### config.mk
export PLATFORM = sky130hd
export DESIGN_NAME = rat_io_ctrl
export DESIGN_NICKNAME = d
export VERILOG_FILES = /design/src/rtl/rat_io_ctrl.sv
export SDC_FILE = /design/constraint.sdc
export NUM_CORES = 1
export LEC_CHECK = 0
export BUFFER_PORTS_ARGS = -buffer_cell sky130_fd_sc_hd__buf_2
export CORE_MARGIN = 3
export CORE_UTILIZATION = 57
export DETAILED_ROUTE_END_ITERATION = 8
export GPL_TIMING_DRIVEN = 0
export PLACE_DENSITY = 0.83
export SETUP_SLACK_MARGIN = 0.5
export SLEW_MARGIN = 20
export SYNTH_ARGS = -nofsm -noshare
export SYNTH_HDL_FRONTEND = slang
export SYNTH_SLANG_ARGS = --single-unit
### constraint.sdc
create_clock -name CLK -period 11.5 [get_ports CLK]
set_input_delay 0 -clock CLK [delete_from_list [all_inputs] [get_ports CLK]]
set_output_delay 0 -clock CLK [all_outputs]
set_load 0.01 [all_outputs]
### src/rtl/rat_io_ctrl.sv
// rat_io_ctrl: MCU port-bus I/O controller with synchronised inputs, output registers and change-detect IRQ.
// Latency: input change -> pending at 3rd edge -> INTERRUPT at 4th edge; writes land on the strobe edge; reads are combinational.
// Backpressure: none; every IO_STRB cycle is an independent write that is always accepted.
//
// Ports:
//   CLK, RESET          clock, asynchronous active-high reset
//   PORT_ID, OUT_PORT   MCU address and write data; IO_STRB qualifies a write
//   IN_PORT             MCU read data, decoded combinationally from PORT_ID
//   IN_DATA             N_IN asynchronous 8-bit input channels
//   OUT_DATA            N_OUT 8-bit output registers
//   INTERRUPT           registered OR of (pending & mask)
//
// Optional feature macro: RAT_IO_RDBACK_EN - output register IDs read back their contents.
module rat_io_ctrl #(
    parameter int         N_IN     = 12,
    parameter int         N_OUT    = 4,
    parameter logic [7:0] IN_BASE  = 8'h91,
    parameter logic [7:0] OUT_BASE = 8'h40,
    parameter logic [7:0] STAT_ID  = 8'hA0,
    parameter logic [7:0] MASK_ID  = 8'hA2,
    parameter logic [7:0] ACK_ID   = 8'hA4
) (
    input  logic                 CLK,
    input  logic                 RESET,
    input  logic [7:0]           PORT_ID,
    input  logic [7:0]           OUT_PORT,
    input  logic                 IO_STRB,
    output logic [7:0]           IN_PORT,
    input  logic [8*N_IN-1:0]    IN_DATA,
    output logic [8*N_OUT-1:0]   OUT_DATA,
    output logic                 INTERRUPT
);

    logic [8*N_IN-1:0]  sync1_q, sync1_d;
    logic [8*N_IN-1:0]  sync2_q, sync2_d;
    logic [8*N_IN-1:0]  prev_q,  prev_d;
    logic [8*N_OUT-1:0] out_q,   out_d;
    logic [15:0]        mask_q,  mask_d;
    logic [15:0]        pend_q,  pend_d;
    logic               irq_q,   irq_d;
    logic [15:0]        chg;
    logic [15:0]        clr;
    logic [7:0]         rd_dat;

    // Range compare done in 9 bits so a range running past 8'hFF never
    // aliases back onto low IDs.
    function automatic logic id_hit(input logic [7:0] base, input int off, input logic [7:0] id);
        return ({1'b0, base} + 9'(off)) == {1'b0, id};
    endfunction

    always_comb begin
        sync1_d = IN_DATA;
        sync2_d = sync1_q;
        prev_d  = sync2_q;
        out_d   = out_q;
        mask_d  = mask_q;
        clr     = '0;
        chg     = '0;

        // Only channels that exist can raise a change; upper pending bits stay 0.
        for (int i = 0; i < N_IN; i++) begin
            chg[i] = |(sync2_q[8*i +: 8] ^ prev_q[8*i +: 8]);
        end

        if (IO_STRB) begin
            for (int j = 0; j < N_OUT; j++) begin
                if (id_hit(OUT_BASE, j, PORT_ID)) begin
                    out_d[8*j +: 8] = OUT_PORT;
                end
            end
            for (int b = 0; b < 2; b++) begin
                if (id_hit(MASK_ID, b, PORT_ID)) begin
                    mask_d[8*b +: 8] = OUT_PORT;
                end
                if (id_hit(ACK_ID, b, PORT_ID)) begin
                    clr[8*b +: 8] = OUT_PORT;
                end
            end
        end

        // A new change in the same cycle as its ack keeps the flag set.
        pend_d = (pend_q & ~clr) | chg;
        irq_d  = |(pend_q & mask_q);
    end

    always_ff @(posedge CLK or posedge RESET) begin
        if (RESET) begin
            sync1_q <= '0;
            sync2_q <= '0;
            prev_q  <= '0;
            out_q   <= '0;
            mask_q  <= '0;
            pend_q  <= '0;
            irq_q   <= 1'b0;
        end else begin
            sync1_q <= sync1_d;
            sync2_q <= sync2_d;
            prev_q  <= prev_d;
            out_q   <= out_d;
            mask_q  <= mask_d;
            pend_q  <= pend_d;
            irq_q   <= irq_d;
        end
    end

    // Read mux: sources are applied lowest priority first so later
    // assignments (inputs last) win when ranges overlap.
    always_comb begin
        rd_dat = 8'h00;
`ifdef RAT_IO_RDBACK_EN
        for (int j = 0; j < N_OUT; j++) begin
            if (id_hit(OUT_BASE, j, PORT_ID)) begin
                rd_dat = out_q[8*j +: 8];
            end
        end
`endif
        for (int b = 0; b < 2; b++) begin
            if (id_hit(MASK_ID, b, PORT_ID)) begin
                rd_dat = mask_q[8*b +: 8];
            end
        end
        for (int b = 0; b < 2; b++) begin
            if (id_hit(STAT_ID, b, PORT_ID)) begin
                rd_dat = pend_q[8*b +: 8];
            end
        end
        for (int i = 0; i < N_IN; i++) begin
            if (id_hit(IN_BASE, i, PORT_ID)) begin
                rd_dat = sync2_q[8*i +: 8];
            end
        end
    end

    assign IN_PORT   = rd_dat;
    assign OUT_DATA  = out_q;
    assign INTERRUPT = irq_q;

endmodule
==> summary.md, run 1 <==
| Metric | Value |
|---|---|
| Top post-synthesis cells by area | dfrtp_1, xnor2_1, mux2_2 |
| Most frequent cells in the layout | dfrtp_1, buf_2, dlygate4sd3_1 |
| Core area | 0.0213 mm² |
| Type of the tightest min-delay check | in2async |
| Unrepaired setup endpoints after global routing | false |
| Period utilization | 21.8% |
| Cell internal pwr | between 2 and 2.5 mW |
| Slowest stage delay, CP | roughly 520 ps |
| Leading area contributor after synthesis | dfrtp_1 |
| Worst Max-Slew Pin Slew | 650 ps |
| Final wirelength | around 32000 µm |
| Reg clk slew, reported paths | ~70 ps |
| Max layer used | met4 |
| WP data arrival | approximately 2500 ps |
| Met1 Routed Length | 12000 µm |
| CTS H-Tree Depth | 2 |
| Mean routed wirelength per cell | 22.6 µm |
| Synth top area share | 70.8% |
| Syn_area_per_cell | between 15 and 20 µm² |
| Die W | 154 µm |
| Synth Warn # | 0 |
| Minimum clock period | around 2500 ps |
| Largest net degree at the start of global routing | approximately 120 |
| TritonCTS buffer count | 34 |
| Max-slew headroom | 56.7% |
| Final TNS setup | 0 ps |
| Synthesized flop and latch total | 353 |
| All-Layer GR Usage | ~28% |
| NetSw | 608 µW |
| Clock Path Buffers | 3 |
| Cells after Synth | roughly 830 |
| Die H | between 150 and 200 µm |
| Final Max Tran Viols | 0 |
| Commonest non-fill, non-tap cell in the layout | dfrtp_1 |
| CP Capture Type | primary output |
| Met3 WL | 2850 µm |
| GRT overflow | 0 |
| Crit Path Class | reg2out |
| Setup WS post-layout | 8990 ps |
| Synth unique cells | 80 |
| P_leak | a little over 7 nW |
| Met2 wire length | 16100 µm |
| ANT nets after route | 0 |
| Initial antenna violation count | 1 |
| Die Area | 0.0237 mm² |
| Most used DFF post-synth | dfrtp_1 |
| Layout Skew | 15.9 ps |
| Number of vias per cell | slightly below 6 |
| Area delta synth->final | 27.3% |
| Share of power burned in combinational logic | around 7% |
| Initial Utilization | 58.6% |
| PD cells | 170 mW/mm² |
| Number of remaining DRC errors | 0 |
| Clk root buf | clkbuf_16 |
| Sequential share of the synthesized area | 70.8% |
| Run status | finished, final reports clean |
| Data required, critical path | 11500 ps |
| Worst skew pair latency | 510 ps |
| Drt pass-1 iters | 6 |
| CTS tree | built |
| Via total after detailed routing | a little over 8000 |
| Reg power frac | 50.0% |
| Vias in the first global route | 8933 |
| Pre-CTS setup slack | roughly 9600 ps |
| Top Ports | about 160 |
| # port buffers | 152 |
| Share of cells above drive strength 1 | 27.5% |
| Clock sinks | 353 |
| Crit Path Max Fanout | 4 |
| Final nets | 1243 |
| Initial drt markers | 818 |
| Max Fclk | approximately 400 MHz |
| Global-route wire length before repair | roughly 51000 µm |
| Final core area utilization | 74.7% |
| Sw Share | between 20% and 30% |
| Syn nets | 947 |
| Cell Rows | between 50 and 60 |
| Total power | 2.69 mW |
| Asr flop ratio synth | 100% |
| Worst vdd ir | 0.000157 V |
| Final hold violations | 0 |
| Post-synth EDFFs | 0 |
| RePlAce Congestion | between 0.9 and 1 |
| Master of the slowest instance on the critical path | o31ai_1 |
| Crit-path cells | or2_2 -> a31oi_1 -> a211oi_1 -> o31ai_1 -> o211ai_1 -> buf_2 |
| # setup viols final | 0 |
| Clock network fraction of total power | 43.0% |
| Setup crit start kind | register |
| Post-DP HPWL | 20100 µm |
| Max-Cap Viols | 0 |
| Post-Syn Area | 0.0125 mm² |
-- worst paths after layout --
kind / startpoint / to / slack (ps) / depth (start not counted)
worst max-delay path: prev_d[24]$_DFF_PP0_ / IN_PORT[0] / 8990 / 6
worst min-delay path: RESET / prev_q[81]$_DFF_PP0_ / 30 / 3
worst max register to register: prev_d[95]$_DFF_PP0_ / pend_q[11]$_DFF_PP0_ / 10150 / 3
worst min register to register: sync1_q[81]$_DFF_PP0_ / prev_d[81]$_DFF_PP0_ / 340 / 0
max in group asynchronous: RESET / sync1_q[13]$_DFF_PP0_ / 10200 / 5
min in group CLK: IO_STRB / pend_q[12]$_DFF_PP0_ / 30 / 4
-- logic make-up (layout without fill, tap and decap cells) --
| family | count (synthesis) | count (layout) | synth area share [%] |
|---|---|---|---|
| XOR/XNOR | 96 | 96 | 6.74 |
| AND/OR/NAND/NOR | 148 | 148 | 7.32 |
| other | 0 | 1 | 0 |
| multiplexers | 66 | 66 | 6.04 |
| flip-flops | 353 | 353 | 70.8 |
| buffers and inverters | 35 | 355 | 1.44 |
| AO/OA/AOI/OAI | 134 | 134 | 7.69 |
-- power by group through the flow --
stage	clock network (mW)	logic (mW)	registers [mW]
after CTS	1.17	0.187	1.35
final	1.16	0.190	1.35
after global routing	1.23	0.206	1.35
after global placement	0	0.149	1.36
after floorplan	0	0.0936	1.36
after detailed placement	0	0.157	1.37
-- per-layer routing --
layer | GRT usage [%] | up-vias
met2 | 47.1 | 460
met1 | 35.0 | 4101
met4 | 10.3 | 0
li1 | - | 3555
met3 | 7.15 | 122
met5 | 0 | -
-- repair_timing --
| item | CTS | global route |
|---|---|---|
| gates resized for setup | 0 | 0 |
| setup buffers | 0 | 0 |
| endpoints found under the hold margin | 396 | 0 |
| hold buffers | 105 | 0 |
-- registers in the layout, indices dropped and copies added, names as in the netlist --
register and count:
OUT_DATA 32, mask_q 16, INTERRUPT 1, prev_d 96
prev_q 96, pend_q 16, sync1_q 96
-- stage by stage --
step	hold slack [ps]	cell area [µm²]	std cells
floorplan	31.4	12500	832
global placement	108	13600	1259
detailed placement	23.3	13700	1262
CTS	7.42	15900	1427
global route	34.7	15900	1428
finish	29.1	15900	1428
-- Yosys cell counts, types with 5 or more instances --
master	n
a211o_1	14
a21oi_1	20
buf_2	20
dfrtp_1	353
inv_1	6
mux2_2	54
mux2i_1	9
nand2_1	33
nand3_1	7
nand4_1	26
nor2_1	20
nor2b_1	9
nor3b_1	5
nor4_1	7
o211ai_1	9
o21ai_0	23
o221ai_1	5
o22ai_1	12
xnor2_1	80
xor2_1	16
-- layout make-up --
cell class | instances | area, µm²
Antenna cell | 1 | 2.50
Fill cell | 1293 | 5390
Sequential cell | 353 | 8830
Clock inverter | 18 | 230
Clock buffer | 42 | 932
Multi-Input combinational cell | 444 | 3470
Tap cell | 275 | 344
Timing Repair Buffer | 260 | 1890
Inverter | 6 | 30.0
Buffer | 29 | 158
-- critical path: cells and delay by family, from the launching register on --
family | cells | cell delay [ps]
simple gates | 1 | 290
compound gates | 4 | 1070
buf+inv | 1 | 200
flops | 1 | 430
Power figures use the tool's default switching activity.
==> run 2, diff against run 1 <==
==> constraint.sdc (replaced) <==
create_clock -name CLK -period 2.5 [get_ports CLK]
set_input_delay 0 -clock CLK [delete_from_list [all_inputs] [get_ports CLK]]
set_output_delay 0 -clock CLK [all_outputs]
set_load 0.01 [all_outputs]
==> summary.md, run 2 (synthesis gave the netlist of run 1 again) <==
| Metric | Value |
|---|---|
| Clk root buf | clkbuf_16 (unchanged) |
| Mean routed wirelength per cell | 24.2 µm (was 22.6 µm) |
| GRT overflow | 0 (unchanged) |
| Initial Utilization | 58.6% (unchanged) |
| Worst skew pair latency | 520 ps (was 510 ps) |
| Period utilization | 83.3% |
| Min-Delay Path Depth | 4 |
| Setup crit start kind | register (unchanged) |
| Number of vias per cell | 5.87 (was 5.77) |
| Number of remaining DRC errors | 0 (unchanged) |
| Minimum clock period | 2080 ps |
| Type of the tightest min-delay check | in2reg (was in2async) |
| PD cells | 763 mW/mm² (was 170 mW/mm²) |
| Initial drt markers | 964 (was 818) |
| Share of cells above drive strength 1 | 30.8% (was 27.5%) |
| Crit Path Max Fanout | 2 (was 4) |
| # port buffers | 152 (unchanged) |
| Total power | 12.4 mW (was 2.69 mW) |
| Worst R2R Path Depth | 5 (was 3) |
| Die W | 154 µm (unchanged) |
| Die Area | 0.0237 mm² (unchanged) |
| Max-slew headroom | 53.9% (was 56.7%) |
| Commonest non-fill, non-tap cell in the layout | dfrtp_1 (unchanged) |
| Ant diodes | 0 (was 1) |
| Layout Skew | 30.6 ps (was 15.9 ps) |
| Initial antenna violation count | 0 (was 1) |
| Post-route cell area | 0.0163 mm² (was 0.0159 mm²) |
| All-Layer GR Usage | 30.3% (was 27.8%) |
| Max-Cap Viols | 0 (unchanged) |
| CTS tree | built (unchanged) |
| WP data arrival | 2080 ps (was 2510 ps) |
| Global-route wire length before repair | 54800 µm (was 50800 µm) |
| Final TNS setup | 0 ps (unchanged) |
| Vias in the first global route | 9292 (was 8933) |
| Data required, critical path | 2500 ps (was 11500 ps) |
| Area delta synth->final | 30.6% (was 27.3%) |
| Filler cells | 1209 (was 1293) |
| # setup viols final | 0 (unchanged) |
| Die H | 154 µm (unchanged) |
| Worst vdd ir | 0.000823 V (was 0.000157 V) |
| FF-to-FF setup slack | 1010 ps (was 10150 ps) |
| Final nets | 1269 (was 1243) |
| Post-DP HPWL | 21500 µm (was 20100 µm) |
| P_leak | 7.26 nW (was 7.08 nW) |
| Crit Path Class | reg2out (unchanged) |
| Worst Max-Slew Pin Slew | 689 ps (was 650 ps) |
| TritonCTS buffer count | 34 (unchanged) |
| Clock sinks | 353 (unchanged) |
| Reg area | 0.00884 mm² (was 0.00883 mm²) |
| Run status | finished, final reports clean (unchanged) |
| Drt pass-1 iters | 6 (unchanged) |
| ANT nets after route | 0 (unchanged) |
| Most frequent cells in the layout | dfrtp_1, buf_2, dlygate4sd3_1 (unchanged) |
| Clock Path Buffers | 3 (unchanged) |
| CTS H-Tree Depth | 2 (unchanged) |
| Via total after detailed routing | 8528 (was 8238) |
| Area of the multi-input gates | 0.00359 mm² (was 0.00347 mm²) |
| Final Max Tran Viols | 0 (unchanged) |
| Unrepaired setup endpoints after global routing | true (was false) |
| Cell Rows | 53 (unchanged) |
| Largest net degree at the start of global routing | 36 (was 116) |
| RePlAce Congestion | 0.932 (was 0.956) |
| Max Fclk | 480 MHz |
| Final hold violations | 0 (unchanged) |
| CP Capture Type | primary output (unchanged) |
| Post-place instance area | 0.0138 mm² (was 0.0137 mm²) |
| Top Ports | 156 (unchanged) |
| Final wirelength | 35100 µm (was 32300 µm) |
| Reg clk slew, reported paths | 60 ps (was 70 ps) |
| Core area | 0.0213 mm² (unchanged) |
==> run 2: changes by cell type in the layout (fill, tap and decap cells not counted), moves of 3 or more <==
cell,change
a211oi_1,-3
a211oi_2,+3
buf_12,+10
buf_4,+17
clkinv_2,-3
clkinv_4,+4
dfrtp_1,-3
dfrtp_2,+3
==> run 2: layout make-up <==
cell class                 count  share of cell area, %
tap                          275                   2.11
multi-input combinational    444                   22.0
timing repair buffer         286                   13.5
clock inverter                16                   1.26
clock buffer                  43                   5.80
buffer                        29                  0.975
inverter                       6                  0.161
sequential                   353                   54.2
==> run 2: power by group <==
group / total (mW) / switching (mW) / internal [mW]
registers: 6.21 / 0.215 / 5.99
clock network: 5.28 / 2.17 / 3.12
logic: 0.954 / 0.487 / 0.467
total: 12.4 / 2.87 / 9.58
==> run 2: layer usage <==
layer  global-route usage [%]  vias up  part of all wire (%)
li1                         -     3589                     -
met1                     37.8     4298                    36
met2                     53.2      511                    52
met3                     5.74      130                   8.3
met4                     10.9        0                   4.2
met5                        0        -                     0
==> run 2: worst max-delay path: stages (launching register included) <==
cell	delay [ps]
dfrtp_1	400
mux2_2	310
nand4_1	110
o21ai_0	120
o31ai_2	270
o211ai_1	190
buf_2	180
==> run 2: metrics by stage <==
stage          worst slack [ps]  hold slack, ps  util (%)  std cells
4_1_cts                     451            15.8      76.1       1446
3_5_place_dp                584            51.0      65.0       1271
3_3_place_gp              -3680             108      63.8       1259
5_1_grt                     384            61.7      76.6       1452
2_1_floorplan             -2230            31.4         -        832
6_report                    418            30.2      76.6       1452
==> run 2: worst paths after layout <==
check                                      startpoint               endpoint
min in group asynchronous                       RESET  sync1_q[73]$_DFF_PP0_
worst min-delay path                          IO_STRB   pend_q[12]$_DFF_PP0_
worst max-delay path             prev_d[17]$_DFF_PP0_             IN_PORT[1]
worst max register to register   prev_d[24]$_DFF_PP0_    pend_q[3]$_DFF_PP0_
max in group asynchronous                       RESET   prev_d[22]$_DFF_PP0_
worst min register to register  sync1_q[21]$_DFF_PP0_   prev_d[21]$_DFF_PP0_
==> run 2: what timing repair did <==
item                       CTS  global route
setup endpoints to repair    7             7
setup buffers               11             6
hold endpoints to repair   262             0
pin swaps                   11            10
gates resized for setup     20            10
hold buffers               105             0
==> run 3, diff against run 2 <==
--- a/config.mk
+++ b/config.mk
@@ -5,12 +5,13 @@
 export SDC_FILE = /design/constraint.sdc
 export NUM_CORES = 1
 export LEC_CHECK = 0
+export ABC_AREA = 1
 export BUFFER_PORTS_ARGS = -buffer_cell sky130_fd_sc_hd__buf_2
 export CORE_MARGIN = 3
-export CORE_UTILIZATION = 57
+export CORE_UTILIZATION = 51
 export DETAILED_ROUTE_END_ITERATION = 8
 export GPL_TIMING_DRIVEN = 0
-export PLACE_DENSITY = 0.83
+export PLACE_DENSITY = 0.78
 export SETUP_SLACK_MARGIN = 0.5
 export SLEW_MARGIN = 20
 export SYNTH_ARGS = -nofsm -noshare
==> constraint.sdc (replaced) <==
create_clock -name CLK -period 1.7 [get_ports CLK]
set_input_delay 0 -clock CLK [delete_from_list [all_inputs] [get_ports CLK]]
set_output_delay 0 -clock CLK [all_outputs]
set_load 0.01 [all_outputs]
==> summary.md, run 3 <==
| Metric | Value |
|---|---|
| Final wirelength | 30000 µm (was 35100 µm) |
| Area delta synth->final | 33.4% (was 30.6%) |
| Post-place instance area | 0.0135 mm² (was 0.0138 mm²) |
| Final nets | 1419 (was 1269) |
| Layout Skew | 18.3 ps (was 30.6 ps) |
| P_leak | 7.66 nW (was 7.26 nW) |
| Asr flop ratio synth | 100% (unchanged) |
| Commonest non-fill, non-tap cell in the layout | dfrtp_1 (unchanged) |
| Worst Max-Slew Pin Slew | 812 ps (was 689 ps) |
| Clk root buf | clkbuf_16 (unchanged) |
| Data required, critical path | 1700 ps (was 2500 ps) |
| Core area | 0.0230 mm² (was 0.0213 mm²) |
| Most instantiated library cell after synthesis | dfrtp_1 (unchanged) |
| CP Capture Type | primary output (unchanged) |
| CTS tree | built (unchanged) |
| Synth Warn # | 0 (unchanged) |
| Type of the tightest min-delay check | in2reg (unchanged) |
| Die Area | 0.0257 mm² (was 0.0237 mm²) |
| List of most frequent post-synthesis cells | dfrtp_1, nand2_1, xor2_1 (was dfrtp_1, xnor2_1, mux2_2) |
| Via total after detailed routing | 8319 (was 8528) |
| Initial antenna violation count | 0 (unchanged) |
| Unrepaired setup endpoints after global routing | true (unchanged) |
| CTS H-Tree Depth | 2 (unchanged) |
| Post-route cell area | 0.0162 mm² (was 0.0163 mm²) |
| Syn nets | 1093 (was 947) |
| Reg clk slew, reported paths | 60 ps (about the same) |
| Syn_area_per_cell | 12.4 µm² (was 15.0 µm²) |
| Synth unique cells | 33 (was 80) |
| Post-DP HPWL | 19300 µm (was 21500 µm) |
| Most frequent cells in the layout | dfrtp_1, nand2_1, buf_2 (was dfrtp_1, buf_2, dlygate4sd3_1) |
| Die W | 160 µm (was 154 µm) |
| Sequential share of the synthesized area | 72.8% (was 70.8%) |
| Initial drt markers | 578 (was 964) |
| Number of vias per cell | 5.08 (was 5.87) |
| Top Ports | 156 (unchanged) |
| Number of remaining DRC errors | 0 (unchanged) |
| PD cells | 1110 mW/mm² (was 763 mW/mm²) |
| Cells after Synth | 978 (was 832) |
| Most used DFF post-synth | dfrtp_1 (unchanged) |
| Post-Syn Area | 0.0121 mm² (was 0.0125 mm²) |
| Synthesized flop and latch total | 353 (unchanged) |
| ANT nets after route | 0 (unchanged) |
| Worst skew pair latency | 520 ps (about the same) |
| Master of the slowest instance on the critical path | dfrtp_1 (unchanged) |
| Run status | finished, violations left (was finished, final reports clean) |
| Global-route wire length before repair | 48600 µm (was 54800 µm) |
| Final TNS setup | -3030 ps (was 0 ps) |
| Post-synth EDFFs | 0 (unchanged) |
| Drt pass-1 iters | 5 (was 6) |
| Initial Utilization | 52.8% (was 58.6%) |
| Max-slew headroom | 45.5% (was 53.9%) |
| Ant diodes | 0 (unchanged) |
| Setup crit start kind | register (unchanged) |
| Top post-synthesis cells by area | dfrtp_1, xor2_1, nand2_1 (was dfrtp_1, xnor2_1, mux2_2) |
| # port buffers | 154 (was 152) |
| Max-Cap Viols | 0 (unchanged) |
| Final hold violations | 0 (unchanged) |
| Die H | 160 µm (was 154 µm) |
| Filler cells | 1597 (was 1209) |
| Cell Rows | 55 (was 53) |
| Slowest stage delay, CP | 400 ps (about the same) |
| GRT overflow | 0 (unchanged) |
| Vias in the first global route | 8951 (was 9292) |
| RePlAce Congestion | 0.884 (was 0.932) |
| Mean routed wirelength per cell | 18.3 µm (was 24.2 µm) |
| Minimum clock period | 2160 ps |
| Crit Path Max Fanout | 2 (unchanged) |
| Max Fclk | roughly 460 MHz |
| Share of cells above drive strength 1 | 25.0% (was 30.8%) |
| Setup WS post-layout | -460 ps (was 418 ps) |
| Final Max Tran Viols | 0 (unchanged) |
| Worst Path Buf+Inv | 1 (unchanged) |
| WP data arrival | 2160 ps (was 2080 ps) |
| Violations in the final reports | negative setup slack |
| Clock sinks | 353 (unchanged) |
| Synth top area share | 72.8% (was 70.8%) |
| Crit-path cells | nand3_2 -> nand2_2 -> nor2_1 -> nand3_1 -> nand2_1 -> nand3_2 -> nand2_2 -> nand4_1 -> nor2_1 -> nand4_1 -> buf_2 (was mux2_2 -> nand4_1 -> o21ai_0 -> o31ai_2 -> o211ai_1 -> buf_2) |
| Critical path's top delay family | simple AND/OR/NAND/NOR gates (was compound AO/OA/AOI/OAI gates) |
| All-Layer GR Usage | 24.0% (was 30.3%) |
| Leading area contributor after synthesis | dfrtp_1 (unchanged) |
| Period utilization | 127% |
| Clock Path Buffers | 3 (unchanged) |
| Largest net degree at the start of global routing | 38 (was 36) |
| # setup viols final | 8 (was 0) |
| TritonCTS buffer count | 36 (was 34) |
| Worst vdd ir | 0.00104 V (was 0.000823 V) |
| FF-to-FF setup slack | 410 ps (was 1010 ps) |
| Crit Path Class | reg2out (unchanged) |
## run 3: cell count changes after synthesis, sizes merged, moves of 44 or more
cell / change
xnor2: -72
inv: +73
nand2: +146
mux2: -55
nand3: +44
xor2: +61
o21ai: +50
## run 3: repair_timing
item / in CTS / in global routing
endpoints found under the hold margin: 450 / 0
pin swaps: 8 / 39
setup endpoints to repair: 17 / 59
setup buffers: 3 / 7
resized for setup: 25 / 45
hold buffers: 113 / 0
## run 3: power by group
part           switching [mW]  internal, mW  leakage, nW
combinational           0.582         0.540         2.92
clock                    3.19          4.56        0.568
sequential              0.273          8.81         4.17
## run 3: path summary, 6_finish.rpt
path                                   startpoint  cells past startpoint                    end
min in group asynchronous                   RESET                      4   prev_d[54]$_DFF_PP0_
max in group asynchronous                   RESET                      4  sync1_q[33]$_DFF_PP0_
hold / removal                            IO_STRB                      4    pend_q[3]$_DFF_PP0_
setup / recovery           mask_q[15]$_DFFE_PP0P_                     11             IN_PORT[7]
hold reg to reg             sync1_q[23]$_DFF_PP0_                      0   prev_d[23]$_DFF_PP0_
setup reg to reg            mask_q[9]$_DFFE_PP0P_                      4    INTERRUPT$_DFF_PP0_
## run 3: stage by stage
stage | std cells | util (%) | power, mW | worst slack [ps] | hold WS [ps]
floorplan | 978 | - | 9.60 | -3030 | 31.4
global placement | 1445 | 57.9 | 9.96 | -4580 | 108
detailed placement | 1456 | 58.9 | 10.1 | -169 | -25.3
CTS | 1632 | 69.4 | 18.0 | -427 | 34.1
global route | 1639 | 70.4 | 18.6 | -545 | 62.6
finish | 1639 | 70.4 | 18.0 | -460 | 44.2
## run 3: kinds of logic (layout without fill, tap and decap cells)
group	Yosys count	count (layout)	synth area share, %
compound gates	102	102	4.50
xor+xnor	85	85	6.14
buf+inv	89	437	2.89
flops	353	353	72.8
simple gates	349	349	13.7
## run 3: worst min-delay path: cells and delay by family
family / cells / cell delay [ps]
AO/OA/AOI/OAI: 1 / 110
buffers and inverters: 1 / 150
AND/OR/NAND/NOR: 2 / 250
## run 3: per-layer routing
metal / share of wire (%) / GRT usage [%]
met1: 40 / 31.1
met2: 52 / 42.0
met3: 5.1 / 3.45
met4: 3.0 / 7.65
met5: 0 / 0
## run 3: layout make-up
cell class | count | area [µm²] | share of cell area [%]
plain buffers | 10 | 56.3 | 0.348
clock buffers | 50 | 1030 | 6.39
clock inverters | 10 | 125 | 0.773
inverters | 79 | 300 | 1.86
multi-input cells | 536 | 3220 | 19.9
flip-flops and latches | 353 | 8840 | 54.6
well taps | 313 | 392 | 2.42
repair buffers | 288 | 2220 | 13.7
